--- config.mk ---
export PLATFORM = sky130hd
export DESIGN_NAME = result_bcd
export DESIGN_NICKNAME = d
export VERILOG_FILES = /design/src/rtl/result_bcd.sv
export SDC_FILE = /design/constraint.sdc
export NUM_CORES = 1
export LEC_CHECK = 0
export ABC_AREA = 1
export CORE_ASPECT_RATIO = 0.5
export CORE_MARGIN = 4
export CORE_UTILIZATION = 40
export CTS_CLUSTER_DIAMETER = 150
export CTS_CLUSTER_SIZE = 24
export DETAILED_ROUTE_END_ITERATION = 10
export GPL_TIMING_DRIVEN = 0
export HOLD_SLACK_MARGIN = 0.03
export PLACE_DENSITY_LB_ADDON = 0.12
export SLEW_MARGIN = 15
export SYNTH_ARGS = -nofsm -noshare
export SYNTH_HDL_FRONTEND = slang
export SYNTH_SLANG_ARGS = --single-unit
--- constraint.sdc ---
create_clock -name clk -period 1.65 [get_ports clk]
set_clock_uncertainty 0.05 [all_clocks]
set_input_delay 0.33 -clock clk [delete_from_list [all_inputs] [get_ports clk]]
set_output_delay 0.33 -clock clk [all_outputs]
set_load 0.01 [all_outputs]
--- src/rtl/result_bcd.sv ---
// result_bcd: captures the controller's datapath result on the rising edge of
// `completed` and converts it to packed BCD plus a sign flag using a
// one-bit-per-clock shift-add-3 (double-dabble) engine.
module result_bcd #(
   parameter int WIDTH  = 8,
   parameter int DIGITS = 3,
   parameter int SIGNED = 1
) (
   input  logic                  clk,
   input  logic                  rst,
   input  logic                  completed,
   input  logic [WIDTH-1:0]      result,
   output logic [4*DIGITS-1:0]   bcd,
   output logic                  neg,
   output logic                  busy,
   output logic                  valid,
   output logic                  done
);

   localparam int CW = $clog2(WIDTH + 1);

   typedef enum logic [1:0] {S_IDLE, S_SHIFT, S_FINISH} state_t;

   state_t                state_q, state_d;
   logic                  completed_q, completed_d;
   logic [WIDTH-1:0]      bin_q, bin_d;
   logic [4*DIGITS-1:0]   dig_q, dig_d;
   logic [CW-1:0]         cnt_q, cnt_d;
   logic                  sign_q, sign_d;
   logic [4*DIGITS-1:0]   bcd_q, bcd_d;
   logic                  neg_q, neg_d;
   logic                  busy_q, busy_d;
   logic                  valid_q, valid_d;
   logic                  done_q, done_d;

   logic                  start;
   logic                  is_neg;
   logic [WIDTH-1:0]      mag;
   logic [4*DIGITS-1:0]   dig_adj;

   // Start only on an observed low->high of `completed` while idle.
   assign start  = completed & ~completed_q & (state_q == S_IDLE);
   // Two's complement magnitude; the most negative value still fits unsigned.
   assign is_neg = (SIGNED != 0) && result[WIDTH-1];
   assign mag    = is_neg ? (~result + {{(WIDTH-1){1'b0}}, 1'b1}) : result;

   // Double-dabble correction: bump every digit >= 5 by 3 before shifting.
   always_comb begin
      dig_adj = dig_q;
      for (int i = 0; i < DIGITS; i++) begin
         if (dig_q[4*i +: 4] >= 4'd5)
            dig_adj[4*i +: 4] = dig_q[4*i +: 4] + 4'd3;
      end
   end

   // Next-state and next-output logic for the conversion sequencer.
   always_comb begin
      state_d     = state_q;
      completed_d = completed;
      bin_d       = bin_q;
      dig_d       = dig_q;
      cnt_d       = cnt_q;
      sign_d      = sign_q;
      bcd_d       = bcd_q;
      neg_d       = neg_q;
      busy_d      = busy_q;
      valid_d     = valid_q;
      done_d      = 1'b0;
      case (state_q)
         S_IDLE: begin
            if (start) begin
               bin_d   = mag;
               sign_d  = is_neg;
               dig_d   = '0;
               cnt_d   = CW'(WIDTH);
               busy_d  = 1'b1;
               valid_d = 1'b0;
               state_d = S_SHIFT;
            end
         end
         S_SHIFT: begin
            {dig_d, bin_d} = {dig_adj, bin_q} << 1;
            cnt_d          = cnt_q - CW'(1);
            if (cnt_q == CW'(1))
               state_d = S_FINISH;
         end
         S_FINISH: begin
            bcd_d   = dig_q;
            neg_d   = sign_q;
            valid_d = 1'b1;
            done_d  = 1'b1;
            busy_d  = 1'b0;
            state_d = S_IDLE;
         end
         default: state_d = S_IDLE;
      endcase
   end

   // State and registered outputs; reset beats a coincident start.
   always_ff @(posedge clk) begin
      if (rst) begin
         state_q     <= S_IDLE;
         completed_q <= 1'b1;
         bin_q       <= '0;
         dig_q       <= '0;
         cnt_q       <= '0;
         sign_q      <= 1'b0;
         bcd_q       <= '0;
         neg_q       <= 1'b0;
         busy_q      <= 1'b0;
         valid_q     <= 1'b0;
         done_q      <= 1'b0;
      end else begin
         state_q     <= state_d;
         completed_q <= completed_d;
         bin_q       <= bin_d;
         dig_q       <= dig_d;
         cnt_q       <= cnt_d;
         sign_q      <= sign_d;
         bcd_q       <= bcd_d;
         neg_q       <= neg_d;
         busy_q      <= busy_d;
         valid_q     <= valid_d;
         done_q      <= done_d;
      end
   end

   assign bcd   = bcd_q;
   assign neg   = neg_q;
   assign busy  = busy_q;
   assign valid = valid_q;
   assign done  = done_q;

endmodule

; ---- Word-level counts from Yosys, hierarchy flattened
; Cells that the tools add are included.
[classes]
bitwise = 4
muxes = 18
n_addsub = 5
magnitude_cmp = 3
eq_ne = 5
n_reduce_logical = 7
[ops]
columns = operator, count
row1 = 12-bit one-hot mux with 2 select lines, 1
row2 = 8-bit 2-to-1 mux, 2
row3 = 8-bit one-hot mux with 2 select lines, 1
row4 = 4-bit by 3-bit greater-or-equal comparator with 1-bit output (second input constant), 3
row5 = 12-bit 2-to-1 mux, 1
row6 = 4-bit 2-to-1 mux, 3
row7 = 4-bit by 2-bit adder with 4-bit output (second input constant), 2
row8 = 8-bit by 1-bit adder with 8-bit output (second input constant), 1
row9 = 8-bit inverter, 1
row10 = 4-bit one-hot mux with 2 select lines, 1
row11 = 2-bit AND reduction, 4
row12 = 4-bit by 1-bit == test with 1-bit output (second input constant), 1
row13 = 2-bit 2-to-1 mux, 2
row14 = 2-bit inequality test (second input constant), 2
row15 = 1-bit one-hot mux with 2 select lines, 2
row16 = 2-bit one-hot mux with 2 select lines, 1
row17 = 2-bit nonzero test, 2
row18 = 4-bit by 1-bit subtractor with 4-bit output (second input constant), 1
row19 = 3-bit by 2-bit adder with 3-bit output (second input constant), 1
row20 = 1-bit 2-to-1 mux, 3
row21 = 3-bit 2-to-1 mux, 1
row22 = 1-bit AND, 2
row23 = 2-bit by 1-bit == test with 1-bit output (second input constant), 1
row24 = 2-bit == test (second input constant), 1
row25 = other kinds (2), 2
[totals]
output_inout_bits = 16
input_bits = 11
regBits = 44
wordCells = 53

; ---- Longest topological paths before layout
; Gate-level depths: netlist of the first run.
[logic_depth]
depth_word = 5
mapped_depth = 8
mapped_depth_nobuf = 8

; ---- Worst setup path before layout of the first run
; No wires, ideal clock.
[synth_timing]
path_type = reg-to-reg
start = register dig_q[0]
end = register dig_q[1]
setup_time_ns = 0.120
t_required_ns = 1.480
period_less_slack_ns = 1.184
path_buffers = 0
path_stages_with_launch = 9
arrival_time_ns = 1.014
setup_slack_ns = 0.466
path_cell_list = dfxtp_1 > inv_1 > ha_1 > inv_1 > nand2_1 > nand3_1 > nand2_1 > nand3_1 > a21oi_1
[synth_via]
elab_chain_len = 3
elab_cells_between_ends = 4
classes_between = add/sub (1) / order compare (1) / mux (2)
[synth_rtl]
columns = element, line
row1 = from (decl), 27  ; logic [4*DIGITS-1:0] dig_q, dig_d;
row2 = from (signal assigned), 117  ; dig_q <= dig_d;
row3 = 4-bit by 2-bit adder with 4-bit output / 4-bit by 3-bit greater-or-equal comparator with 1-bit output (equally long branches), "52, 51"
row4 = 4-bit 2-to-1 mux (*), 51  ; if (dig_q[4*i +: 4] >= 4'd5)
row5 = 12-bit one-hot mux with 2 select lines (*), 69  ; case (state_q)
; Mark *: on every way between the ends. The rest lies on a longest branch, timed or not.
; A chain may end at the register's enable or synchronous reset.

; ---- Worst setup path in the final report of the first run
[layout_timing]
start = register bcd_q[2], in the netlist bcd[2]
end = output port bcd[2]
[layout_rtl]
columns = element, line
row1 = from (decl), 30  ; logic [4*DIGITS-1:0] bcd_q, bcd_d;
row2 = from (signal assigned), 108  ; bcd_q <= '0;
row3 = from (signal assigned), 120  ; bcd_q <= bcd_d;
row4 = to (decl), 13  ; output logic [4*DIGITS-1:0] bcd,
; No word-level cell between the ends.

==> reports/metrics.yaml, run 1 <==
r2r_end: "bin_q[4]$_SDFFE_PP0P_"
hp-class: "flop to flop"
ys_types: 23
reg2regPathDepth: 5
viasPerCell: 4.92
max-vdd-ir-drop_mv: 0.358
routabilityCongestion: 0.737
fmax_mhz: 639
cap_violations: 0
grt_pass1_vias: 1809
clk_latency_ps: 290
clkSlewWorstSetupHoldPaths_ps: 80
drc: 0
ys_seq_area_share_pct: 42.3
path_buf_inv: 1
grt_remaining_overflow: 0
tritoncts: "yes"
period_minus_slack_ps: 1560
worstHoldStart: "dig_q[1]$_SDFFE_PP0P_"
highest_layer: "met4"
grt_start_max_net_pins: 14
start_util_pct: 41.9
dp_hpwl_mm: 3.54
fillers: 496
cp.arrival_ps: 1180
cts_inserted_buffers: 5
static-leakage-power_nw: 1.08
crit_fanout: 2
antenna_cells: 0
antenna_left: 0
cts_resized: 0
crit_required_ps: 1270
p_total_w: 0.00219
cts_setup_buffers: 0
hold_viol: 0
avgSynthCellArea_um2: 7.11
wl_per_cell_um: 12.4
mostFrequentLayoutCells: "nand2_1 (63), dfxtp_1 (44), inv_1 (32), nand3_1 (29), a21oi_1 (28)"
yosys_register_bits: 44
core_um2: 4980
numClockSinks: 44
finalWirelength_mm: 4.91
htreeDepth: 2
max_slew_margin_pct: 66.0
die_area_um2: 6500
power.density_nw_per_um2: 858
syn_area_um2: 2080
yosysWarningCount: 0
grt_antenna_before_repair: 0
worst_path_max_delay_cell: "clkdlybuf4s50_1"
critPathTopFamily: "buffers and inverters"
post-route-util_pct: 51.4
hold_ws_ps: 419
wl_met2_mm: 2.23
cp-start-kind: "flop"
grtUsageTotal_pct: 16.4
drv_slew: 0
num_vias: 1953
cts-hold-fix-buffers: 0
critical_path_class: "flop to output port"
worstSetupEndpointType: "output port"
mostFrequentLayoutCell: "nand2_1"
min_path_cells: 2
rsz0062_at_grt: "false"
r2r_slack_ps: 270
grt_pass1_wl_mm: 8.26
io-pin-count: 27
final_nets: 346
drtIter0Drc: 72
max_slew.worst_pin.slew_ps: 511
syn_nets: 313
setup_viol: 0
wl_met3_um: 216
instances_no_fill: 397
min_delay_worst_endpoint: "dig_q[1]$_SDFFE_PP0P_"
regToRegStartpoint: "state_q[0]$_SDFFE_PP0P_"
wl_met1_mm: 2.41
io_buffers: 26
drive_gt1_share_pct: 7.65
fp.dieH_um: 59.0
outcome: "finished, final reports clean"
fp.dieW_um: 110
cp_slowest_stage_delay_ps: 540
root_buffer: "clkbuf_8"
netlist_instances: 293
dp.cells: 389
fp-row-count: 18
dr.pass1.iters: 4
area_growth_pct: 22.7
cts_buffer_depth: 2
post-route-period-util_pct: 94.8
path_cells: "clkdlybuf4s50_1"
[stage by stage]
step / TNS, ps / setup WS [ps] / instance area (um2)
floorplan: 0 / 466 / 2080
global placement: -2560 / -129 / 2430
detailed placement: -3310 / -154 / 2430
CTS: 0 / 70.3 / 2560
global route: 0 / 36.7 / 2560
finish: 0 / 85.2 / 2560
[worst max-delay path by stage]
stage	endpoint	startpoint	cells past startpoint
floorplan	dig_q[1]$_SDFFE_PP0P_	dig_q[0]$_SDFFE_PP0P_	8
global placement	valid$_SDFFE_PP0P_	rst	4
detailed placement	bin_q[2]$_SDFFE_PP0P_	rst	5
CTS	bcd[2]	bcd[2]$_SDFFE_PP0P_	1
global route	bcd[10]$_SDFFE_PP0P_	rst	5
finish	bcd[2]	bcd[2]$_SDFFE_PP0P_	1
[worst register-to-register path, cell delays in order, from the launching register on]
cell and delay [ps]:
dfxtp_1 420, inv_2 50, nor2_2 180, buf_2 280
nand2_1 140, o211ai_1 180
[per-layer routing]
metal  vias to the layer above  global-route usage [%]
li1                       1023                       -
met1                       890                    21.0
met2                        35                    28.0
met3                         5                    3.59
met4                         0                    4.74
met5                         -                       0
[registers in the layout, indices dropped and copies added (netlist names), 2 cells and up]
register  cells
bcd          12
dig_q        12
bin_q         8
cnt_q         4
state_q       2
[kinds of logic after synthesis]
kind of cell | count (synthesis) | share of synthesized area, %
xor+xnor | 1 | 0.420
buf+inv | 47 | 9.30
compound gates | 55 | 13.7
fa+ha+maj | 9 | 5.40
flops | 44 | 42.3
simple gates | 137 | 28.9
[synth_stat cells]
cell	instances	area share, %
clkbuf_1	4	0.72
clkinv_1	1	0.18
inv_2	3	0.54
nor2_1	26	4.7
buf_6	1	0.54
nand3_2	1	0.48
xor2_1	1	0.42
nand3b_1	1	0.36
nor2_2	3	0.90
inv_1	32	5.8
or2_2	1	0.30
a21oi_1	28	6.7
buf_4	1	0.36
o21ai_1	2	0.48
nand4_1	11	3.3
ha_1	9	5.4
o211ai_1	4	1.4
dfxtp_1	44	42
nand2_2	2	0.60
nand2_1	63	11
o21ai_0	21	5.0
nand3_1	29	7.0
buf_2	5	1.2
[layout make-up]
type	instances	area (um2)	area share [%]
buffer	11	58.8	2.30
clock buffer	7	96.3	3.77
clock inverter	1	30.0	1.17
inverter	36	135	5.28
multi-input combinational	202	1010	39.5
sequential	44	881	34.4
tap	70	87.6	3.42
timing repair buffer	26	260	10.2
[power breakdown]
| part | total [W] | internal (W) | switching, W |
|---|---|---|---|
| sequential | 0.00110 | 0.00108 | 0.0000133 |
| combinational | 0.000189 | 0.0000740 | 0.000115 |
| clock | 0.000907 | 0.000535 | 0.000373 |
Note: power is estimated with default switching activity, not from simulation.
==> run 2: changes to the inputs <==
Settings changed: CORE_MARGIN 4 to 3.
Clock period 1.65 ns to 1.8 ns, I/O delays scaled along.
==> run 2 against run 1 <==
Net effect:
- utilization increased by 1.9 points
- total power is 20% lower
- die area shrank 5.1%
- critical path depth unchanged
- critical endpoint is now bcd[11]
- non-clock buffer count is the same
- combinational power is 10% lower
- clock power is 36% lower
- global-route usage decreased by 0.18 points
- critical path type unchanged
==> reports/metrics.yaml, run 2 (same netlist as run 1, synthesis figures left out) <==
num_vias: 1917
path_cells: "clkdlybuf4s50_1"
static-leakage-power_nw: 1.06
max_slew.worst_pin.slew_ps: 505
critical_path_class: "flop to output port"
wl_per_cell_um: 12.0
final_nets: 346
reg2regPathDepth: 6
grt_remaining_overflow: 0
drive_gt1_share_pct: 7.06
routabilityCongestion: 0.744
setup_ws_ps: 206
cp.depth: 1
hp-class: "flop to flop"
cp-start-kind: "flop"
regToRegStartpoint: "state_q[0]$_SDFFE_PP0P_"
cts_resized: 0
setup_viol: 0
worst_path_max_delay_cell: "clkdlybuf4s50_1"
mostFrequentLayoutCell: "nand2_1"
fp.dieW_um: 108
max-vdd-ir-drop_mv: 0.293
r2r_slack_ps: 450
hold_viol: 0
drtIter0Drc: 73
tns_ps: 0
fp-row-count: 17
dp.cells: 385
worstSetupEndpointType: "output port"
path_buf_inv: 1
core_um2: 4700
cp.arrival_ps: 1180
outcome: "finished, final reports clean"
critPathTopFamily: "buffers and inverters"
tritoncts: "yes"
cp_slowest_stage_delay_ps: 550
clk_latency_ps: 300
fmax_mhz: 627
dr.pass1.iters: 4
crit_required_ps: 1390
cts-hold-fix-buffers: 0
area_growth_pct: 20.2
max_slew_margin_pct: 66.3
clkSlewWorstSetupHoldPaths_ps: 80
io_buffers: 26
rsz0062_at_grt: "false"
post-route-period-util_pct: 88.5
die_area_um2: 6170
antenna_cells: 0
dp_slack_ps: -8.59
viasPerCell: 4.89
r2r_end: "cnt_q[2]$_SDFFE_PP0P_"
crit_fanout: 2
numClockSinks: 44
antenna_left: 0
htreeDepth: 2
dp_hpwl_mm: 3.44
grt_start_max_net_pins: 13
grtUsageTotal_pct: 16.2
fp.dieH_um: 57.0
cts_setup_buffers: 0
root_buffer: "clkbuf_8"
io-pin-count: 27
power.density_nw_per_um2: 701
period_minus_slack_ps: 1590
worstSetupStartpoint: "bcd[11]$_SDFFE_PP0P_"
fillers: 475
grt_antenna_before_repair: 0
crit_end: "bcd[11]"
grt_pass1_wl_mm: 7.96
grt_pass1_vias: 1765
instances_no_fill: 392
drv_slew: 0
mostFrequentLayoutCells: "nand2_1 (63), dfxtp_1 (44), inv_1 (32), nand3_1 (29), a21oi_1 (28)"
cts_buffer_depth: 2
cap_violations: 0
finalWirelength_mm: 4.69
start_util_pct: 44.3
cts_inserted_buffers: 5
drc: 0
## run 2: cell count changes in the layout (fill, tap and decap cells not counted), sizes merged
cell	previous run	this run
bufinv	1	0
clkbuf	11	10
clkinv	1	2
## run 2: worst min path at each step
stage                                  end  cells past startpoint              startpoint  slack [ps]
floorplan            cnt_q[2]$_SDFFE_PP0P_                      2   cnt_q[2]$_SDFFE_PP0P_         390
global placement     cnt_q[2]$_SDFFE_PP0P_                      2   cnt_q[2]$_SDFFE_PP0P_         400
detailed placement  dig_q[11]$_SDFFE_PP0P_                      2  dig_q[11]$_SDFFE_PP0P_         410
CTS                 dig_q[11]$_SDFFE_PP0P_                      2  dig_q[11]$_SDFFE_PP0P_         420
global route         dig_q[9]$_SDFFE_PP0P_                      2   dig_q[9]$_SDFFE_PP0P_         440
finish                   busy$_SDFFE_PP0P_                      2       busy$_SDFFE_PP0P_         420
## run 2: report_power, final
group          switching [W]  internal (W)
clock network       0.000316      0.000264
logic               0.000103     0.0000676
registers          0.0000121      0.000994
total               0.000431       0.00133
## run 2: worst reg2reg max path, cell delays in order, from the launching register on
cell and delay (ps):
dfxtp_1 420, inv_2 50, nor2_2 180, buf_2 270, nand2_1 100, o21ai_1 120
a21oi_1 50
## run 2: layout make-up
| type | count | area, um2 | area share, % |
|---|---|---|---|
| multi-input combinational | 202 | 1010 | 40.3 |
| clock buffer | 6 | 72.6 | 2.90 |
| buffer | 11 | 58.8 | 2.35 |
| clock inverter | 1 | 5.00 | 0.200 |
| inverter | 36 | 135 | 5.39 |
| sequential | 44 | 881 | 35.2 |
| tap | 66 | 82.6 | 3.30 |
| timing repair buffer | 26 | 260 | 10.4 |
## run 2: metal layers
metal  track usage (%)  wire (um)  up-vias
met5                 0          0        -
met4              5.22         56        0
li1                  -          -     1021
met3              3.73        187        7
met2              26.1       2110       27
met1              21.6       2340      862
## run 2: per-stage QoR
step                      cell area (um2)  hold WS, ps  total power, W  utilization (%)
after floorplan                      2080          393         0.00113                -
after global placement               2430          400         0.00120             51.6
after detailed placement             2430          405         0.00120             51.6
after CTS                            2500          418         0.00179             53.3
after global routing                 2500          437         0.00185             53.3
final                                2500          416         0.00176             53.3
